## src/rtl/uart_xfer_arbiter.sv

```systemverilog
// uart_xfer_arbiter
//   Shares one UART host register-transaction engine between NREQ on-chip
//   requesters. Arbitration is round-robin at transaction granularity; the
//   owner's command, write beats and read beats are forwarded to the engine.
//   A watchdog aborts transactions that stall in the data or completion phase.
//
// Handshakes: a transfer happens on a cycle where valid and ready are both
//   high. A requester holds req_valid and its fields stable until req_ready.
//   m_rvalid has no back-pressure. req_done/req_err/cmd_abort are 1-cycle pulses.
//
// Ports
//   clk, rst                    clock, asynchronous active-high reset
//   req_valid/ready/write       per-requester command handshake and direction
//   req_addr/len/wdata          packed per-requester address, len-1, write beat
//   req_wvalid/wready           per-requester write-beat handshake
//   req_rdata, req_rvalid       read beat (data broadcast, valid to owner only)
//   req_done, req_err           completion / abort pulses to the owner
//   grant                       one-hot owner, 0 when idle
//   cmd_*                       command channel to the engine
//   m_wdata/wvalid/wready       write beats to the engine
//   m_rdata/rvalid, m_done      read beats and completion from the engine
//   cmd_abort                   tells the engine to drop the transaction
//   dbg_state                   FSM state (0 IDLE, 1 CMD, 2 DATA, 3 WAIT_DONE)
module uart_xfer_arbiter #(
  parameter int NREQ        = 4,
  parameter int TIMEOUT_CYC = 65535,
  parameter int CW          = 16
) (
  input  logic                 clk,
  input  logic                 rst,
  input  logic [NREQ-1:0]      req_valid,
  output logic [NREQ-1:0]      req_ready,
  input  logic [NREQ-1:0]      req_write,
  input  logic [NREQ*16-1:0]   req_addr,
  input  logic [NREQ*4-1:0]    req_len,
  input  logic [NREQ*16-1:0]   req_wdata,
  input  logic [NREQ-1:0]      req_wvalid,
  output logic [NREQ-1:0]      req_wready,
  output logic [15:0]          req_rdata,
  output logic [NREQ-1:0]      req_rvalid,
  output logic [NREQ-1:0]      req_done,
  output logic [NREQ-1:0]      req_err,
  output logic [NREQ-1:0]      grant,
  output logic                 cmd_valid,
  input  logic                 cmd_ready,
  output logic                 cmd_write,
  output logic [15:0]          cmd_addr,
  output logic [3:0]           cmd_len,
  output logic [15:0]          m_wdata,
  output logic                 m_wvalid,
  input  logic                 m_wready,
  input  logic [15:0]          m_rdata,
  input  logic                 m_rvalid,
  input  logic                 m_done,
  output logic                 cmd_abort,
  output logic [1:0]           dbg_state
);

  localparam int IW = (NREQ > 1) ? $clog2(NREQ) : 1;

  typedef enum logic [1:0] {IDLE = 2'd0, CMD = 2'd1, DATA = 2'd2, WAIT_DONE = 2'd3} state_t;

  state_t          state, state_nx;
  logic [IW-1:0]   owner, owner_nx, rr_ptr, rr_ptr_nx;
  logic [NREQ-1:0] grant_nx;
  logic [3:0]      beat_cnt, beat_cnt_nx;
  logic [CW-1:0]   wd_cnt, wd_cnt_nx;
  logic            own_write, own_write_nx;

  // Unpack the per-requester buses so the owner can be selected by index.
  logic [15:0] addr_arr  [NREQ];
  logic [3:0]  len_arr   [NREQ];
  logic [15:0] wdata_arr [NREQ];

  for (genvar g = 0; g < NREQ; g++) begin : g_unpack
    assign addr_arr[g]  = req_addr[g*16 +: 16];
    assign len_arr[g]   = req_len[g*4 +: 4];
    assign wdata_arr[g] = req_wdata[g*16 +: 16];
  end

  // Round-robin pick: first asserted request at or after rr_ptr, wrapping.
  logic          pick_found;
  logic [IW-1:0] pick_idx, cand;

  always_comb begin
    pick_found = 1'b0;
    pick_idx   = '0;
    cand       = '0;
    for (int i = 0; i < NREQ; i++) begin
      cand = IW'((int'(rr_ptr) + i) % NREQ);
      if (!pick_found && req_valid[cand]) begin
        pick_found = 1'b1;
        pick_idx   = cand;
      end
    end
  end

  logic beat, last_beat, timeout, release_own;

  always_comb begin
    state_nx     = state;
    owner_nx     = owner;
    rr_ptr_nx    = rr_ptr;
    grant_nx     = grant;
    beat_cnt_nx  = beat_cnt;
    wd_cnt_nx    = wd_cnt;
    own_write_nx = own_write;
    req_ready    = '0;
    req_wready   = '0;
    req_rvalid   = '0;
    req_done     = '0;
    req_err      = '0;
    req_rdata    = '0;
    cmd_valid    = 1'b0;
    cmd_write    = 1'b0;
    cmd_addr     = '0;
    cmd_len      = '0;
    m_wdata      = '0;
    m_wvalid     = 1'b0;
    cmd_abort    = 1'b0;
    beat         = 1'b0;
    last_beat    = 1'b0;
    release_own  = 1'b0;
    timeout      = (wd_cnt == CW'(TIMEOUT_CYC));

    case (state)
      IDLE: begin
        if (pick_found) begin
          owner_nx = pick_idx;
          grant_nx = NREQ'(1) << pick_idx;
          state_nx = CMD;
        end
      end

      CMD: begin
        // Fields are taken live from the owner; m_done here is ignored and
        // the watchdog is held because the engine may legitimately be busy.
        cmd_valid = 1'b1;
        cmd_write = req_write[owner];
        cmd_addr  = addr_arr[owner];
        cmd_len   = len_arr[owner];
        if (cmd_ready) begin
          req_ready[owner] = 1'b1;
          beat_cnt_nx      = len_arr[owner];
          own_write_nx     = req_write[owner];
          wd_cnt_nx        = '0;
          state_nx         = DATA;
        end
      end

      DATA: begin
        if (own_write) begin
          m_wdata           = wdata_arr[owner];
          m_wvalid          = req_wvalid[owner];
          req_wready[owner] = m_wready;
          beat              = req_wvalid[owner] & m_wready;
        end else begin
          req_rdata         = m_rdata;
          req_rvalid[owner] = m_rvalid;
          beat              = m_rvalid;
        end
        last_beat = beat && (beat_cnt == 4'd0);
        wd_cnt_nx = (beat || m_done) ? '0 : wd_cnt + 1'b1;
        if (beat && !last_beat) beat_cnt_nx = beat_cnt - 4'd1;

        if (m_done) begin
          // Completion before the last beat is an engine-side error.
          req_done[owner] = 1'b1;
          req_err[owner]  = !last_beat;
          release_own     = 1'b1;
        end else if (last_beat) begin
          wd_cnt_nx = '0;
          state_nx  = WAIT_DONE;
        end else if (!beat && timeout) begin
          cmd_abort       = 1'b1;
          req_done[owner] = 1'b1;
          req_err[owner]  = 1'b1;
          release_own     = 1'b1;
        end
      end

      WAIT_DONE: begin
        wd_cnt_nx = wd_cnt + 1'b1;
        if (m_done) begin
          req_done[owner] = 1'b1;
          release_own     = 1'b1;
        end else if (timeout) begin
          cmd_abort       = 1'b1;
          req_done[owner] = 1'b1;
          req_err[owner]  = 1'b1;
          release_own     = 1'b1;
        end
      end

      default: state_nx = IDLE;
    endcase

    // Release: the pointer moves past the owner, so a re-request from the
    // same requester ranks behind every other pending one.
    if (release_own) begin
      state_nx  = IDLE;
      grant_nx  = '0;
      wd_cnt_nx = '0;
      rr_ptr_nx = (owner == IW'(NREQ - 1)) ? '0 : owner + 1'b1;
    end
  end

  always_ff @(posedge clk or posedge rst) begin
    if (rst) begin
      state     <= IDLE;
      owner     <= '0;
      rr_ptr    <= '0;
      grant     <= '0;
      beat_cnt  <= '0;
      wd_cnt    <= '0;
      own_write <= 1'b0;
    end else begin
      state     <= state_nx;
      owner     <= owner_nx;
      rr_ptr    <= rr_ptr_nx;
      grant     <= grant_nx;
      beat_cnt  <= beat_cnt_nx;
      wd_cnt    <= wd_cnt_nx;
      own_write <= own_write_nx;
    end
  end

  assign dbg_state = state;

endmodule

```

## config.mk

```make
export PLATFORM = sky130hd
export DESIGN_NAME = uart_xfer_arbiter
export DESIGN_NICKNAME = d
export VERILOG_FILES = /design/src/rtl/uart_xfer_arbiter.sv
export SDC_FILE = /design/constraint.sdc
export NUM_CORES = 1
export LEC_CHECK = 0
export ABC_AREA = 1
export BUFFER_PORTS_ARGS = -buffer_cell sky130_fd_sc_hd__buf_2
export CORE_AREA = 2 2 101 103
export CTS_CLUSTER_DIAMETER = 50
export DETAILED_ROUTE_END_ITERATION = 12
export DIE_AREA = 0 0 103 105
export PLACE_DENSITY_LB_ADDON = 0.25
export SYNTH_ARGS = -nofsm -noshare
export SYNTH_HDL_FRONTEND = slang
export SYNTH_SLANG_ARGS = --single-unit
```

## constraint.sdc

```tcl
create_clock -name clk -period 2.17 [get_ports clk]
set_input_delay 0.3255 -clock clk [delete_from_list [all_inputs] [get_ports clk]]
set_output_delay 0.3255 -clock clk [all_outputs]
set_load 0.005 [all_outputs]
```

==> flow_summary_export.csv <==
group,metric,value,unit
die,rows,36,
layout,final_nets,1160,
drt,vias_per_cell,5.16,
global_routing,grtUsageMet3,7.16,%
global_routing,grt.busiest_layer,"met2",
worst_setup_path,crit_buf_inv,1,
pwr,intPower,2.80,mW
pwr,netSwitchingFraction,55.9,%
synth,synth_top_area_cell,"dfrtp_1",
global_routing,overflow,0,
cts,cts_root_buf,"clkbuf_8",
cts,htreeDepth,2,
pwr,ir_drop,905,µV
drt,drt-pass1-iter-count,5,
die,initial_core_util,41.0,%
global_routing,use_met1,42.6,%
cts,cts_buffer_depth,2,
worst_setup_path,worstPathArrival,1.93,ns
placed_design,portBuffers,259,
cts,cts_tree,"done",
placed_design,detailed_place_hpwl,13300,µm
sta,final-setup-viol-count,8,
synth,synthesis.area,3950,µm²
sta,period_needed,2.26,ns
pwr,clkPwrFrac,7.3,%
pwr,seqPwrFrac,13.8,%
drt,finalWirelength,17700,µm
global_routing,grt_max_degree,77,
global_routing,grtUsageTotal,29.3,%
global_routing,gr-usage-met2,43.3,%
drt,num_vias,5706,
global_routing,grt_first_pass_wirelength,24800,µm
sta,rsz0062_at_grt,"yes",
sta,max_clock_freq,443,MHz
placed_design,place.gp.congestion,0.983,
synth,ys_types,35,
synth,synth_cells,706,
drt,ant_nets,0,
worst_setup_path,cp_slowest_cell,"dfrtp_1",
worst_setup_path,critPathTopFamily,"simple AND/OR/NAND/NOR gates",
drt,drt-initial-drc-count,479,
synth,ys_seq_area_share,19.6,%
placed_design,post-place-ws,0.118,ns
global_routing,first_global_vias,4792,
die,core,9640,µm²
global_routing,antenna_found_initial,1,
cts,clk_pin_slew,0.07,ns
layout,fill_cells,1019,
die,die_y,105,µm
layout,antenna_cells,0,
synth,synth_area_per_cell,5.59,µm²
sta,tightest_slew,0.615,ns
sta,finalHoldViolCount,0,
worst_setup_path,end_kind,"output port",
cts,clk_latency,0.30,ns
synth,ys_ff_latch,31,
synth,yosys_warnings,0,
worst_setup_path,path_cells,"ha_2 -> nand3_4 -> nor2_4 -> nand4_4 -> o21ai_4 -> nand2_1 -> nor3_1 -> buf_2",
die,die_x,103,µm
sta,min_period_over_period,104,%
outcome,violations,"setup timing",
flow_run,max-cap-violations,0,
pwr,p_leak,3.21,nW
worst_setup_path,worst_setup_path_start_kind,"flop",
layout,syn2layout_area_growth,48.6,%
worst_setup_path,slowest_delay,0.37,ns
sta,maxSlewViolCount,0,
worst_setup_path,critPathKind,"reg -> out",
drt,drc,0,
sta,slew_headroom,58.8,%
drt,wl_per_cell,16.0,µm
sta,fin_ws,-0.0853,ns
layout,drive_gt1_share,35.6,%
sta,holdWs,0.113,ns
pwr,power_density,1080,nW/µm²
worst_setup_path,crit_required,1.84,ns
hold_path,hold_class,"in -> async",
synth,syn-num-nets,894,
die,io-pin-count,260,
synth,synth.top_cell.area_share,19.6,%
pwr,combPwrFrac,79.0,%
synth,synthTopCellsByArea,"dfrtp_1 (20%), nor2_1 (17%), nand2_1 (13%)",
cts,cts_inserted_buffers,5,
cts,clock-sinks,31,
sta,skew,0.00671,ns
die,die_area,10800,µm²
worst_setup_path,worstPathMaxFanout,5,
outcome,status,"finished, violations left",
pwr,p_sw,3.55,mW
## state kept, by name (all words and copies together), names as in the netlist
register / flops
grant: 4
rr_ptr: 2
dbg_state: 2
own_write: 1
wd_cnt: 16
beat_cnt: 4
owner: 2
## metrics by stage
step	instance area (µm²)	power, mW	util [%]	TNS [ns]	cells
2_1_floorplan	3950	3.82	-	0	706
6_report	5870	6.35	60.9	-0.506	1106
3_5_place_dp	5480	5.36	56.9	0	1085
5_1_grt	5870	6.88	60.9	-1.64	1106
3_3_place_gp	5480	5.35	56.9	0	1085
4_1_cts	5660	5.90	58.7	-0.184	1099
## cells in the mapped netlist (all sizes together)
cell type / instances
xnor2: 2
clkbuf: 22
o21bai: 1
nand4: 9
nand3b: 7
nor2: 184
a32o: 5
ha: 10
a21o: 1
xor2: 10
dfrtp: 31
a21oi: 45
nand3: 46
nor3: 10
o21ai: 100
inv: 60
a211oi: 2
buf: 17
nand2: 139
o211ai: 3
o2111ai: 2
## cells in the final DEF (no fill, tap or decap), types with 3 or more instances in the layout
cell / count
xor2_1: 10
nor3_1: 8
nand2_1: 134
nand4_1: 8
o21ai_2: 4
buf_4: 29
o211ai_1: 3
nor2_4: 4
nor2_1: 175
buf_12: 4
nand3_1: 36
clkbuf_8: 5
buf_2: 259
inv_1: 57
nand3_2: 8
a32o_1: 5
nand3b_1: 7
nor2_2: 5
ha_1: 8
a21oi_1: 43
o21ai_1: 11
o21ai_0: 84
dfrtp_1: 30
## worst reg2reg max path, stage by stage (launching register included)
cell and delay (ns):
dfrtp_1 0.37, ha_2 0.22, nand3_4 0.09, nor2_4 0.13
nand4_4 0.12, o21ai_4 0.24, nand3_4 0.19, buf_6 0.19
buf_8 0.13, a21oi_4 0.23, nand3_2 0.10, nand2_2 0.08
## worst paths after layout
kind                                start          end  slack [ns]  cells after the start
max in group asynchronous             rst     owner[0]        1.73                      3
worst min register to register   grant[3]     grant[3]        0.49                      2
worst max-delay path            wd_cnt[0]  req_done[1]       -0.09                      8
worst max register to register  wd_cnt[0]   wd_cnt[13]        0.03                     11
worst min-delay path                  rst     grant[1]        0.11                      3
min in group clk                 grant[3]     grant[3]        0.49                      2
## cells by family (layout without fill, tap and decap cells)
kind of cell	after synthesis	in the layout	share of synthesized area, %
XOR/XNOR	12	12	2.66
AO/OA/AOI/OAI	159	160	22.4
flip-flops	31	31	19.6
AND/OR/NAND/NOR	395	395	42.0
buffers and inverters	99	365	10.1
adder cells (fa/ha/maj)	10	10	3.17
## final cells by class
| type | count | area, µm² | area share, % |
|---|---|---|---|
| inverters | 60 | 228 | 3.88 |
| repair buffers | 297 | 1680 | 28.7 |
| clock inverters | 1 | 5.00 | 0.0853 |
| flip-flops and latches | 31 | 777 | 13.2 |
| multi-input cells | 577 | 2940 | 50.0 |
| well taps | 133 | 166 | 2.84 |
| clock buffers | 7 | 76.3 | 1.30 |
## metal layers
layer / wire length, µm / vias to the layer above
met3: 2010 / 32
met5: 13 / -
li1: - / 2829
met2: 7690 / 282
met1: 7670 / 2561
met4: 337 / 2
## power by group through the flow
stage / combinational, mW / clock [mW] / sequential [mW]
global placement: 4.49 / 0 / 0.857
global route: 5.50 / 0.482 / 0.897
floorplan: 2.99 / 0 / 0.828
CTS: 4.59 / 0.461 / 0.848
detailed placement: 4.50 / 0 / 0.860
finish: 5.02 / 0.462 / 0.875
## what timing repair did
item                       4_1_cts  5_1_grt
buffers inserted                 6        4
setup endpoints to repair        8       42
gates resized for setup         13       27
pin swaps                        3       13
hold buffers                     0        0
gates cloned                     0        3
Power figures use the tool's default switching activity.
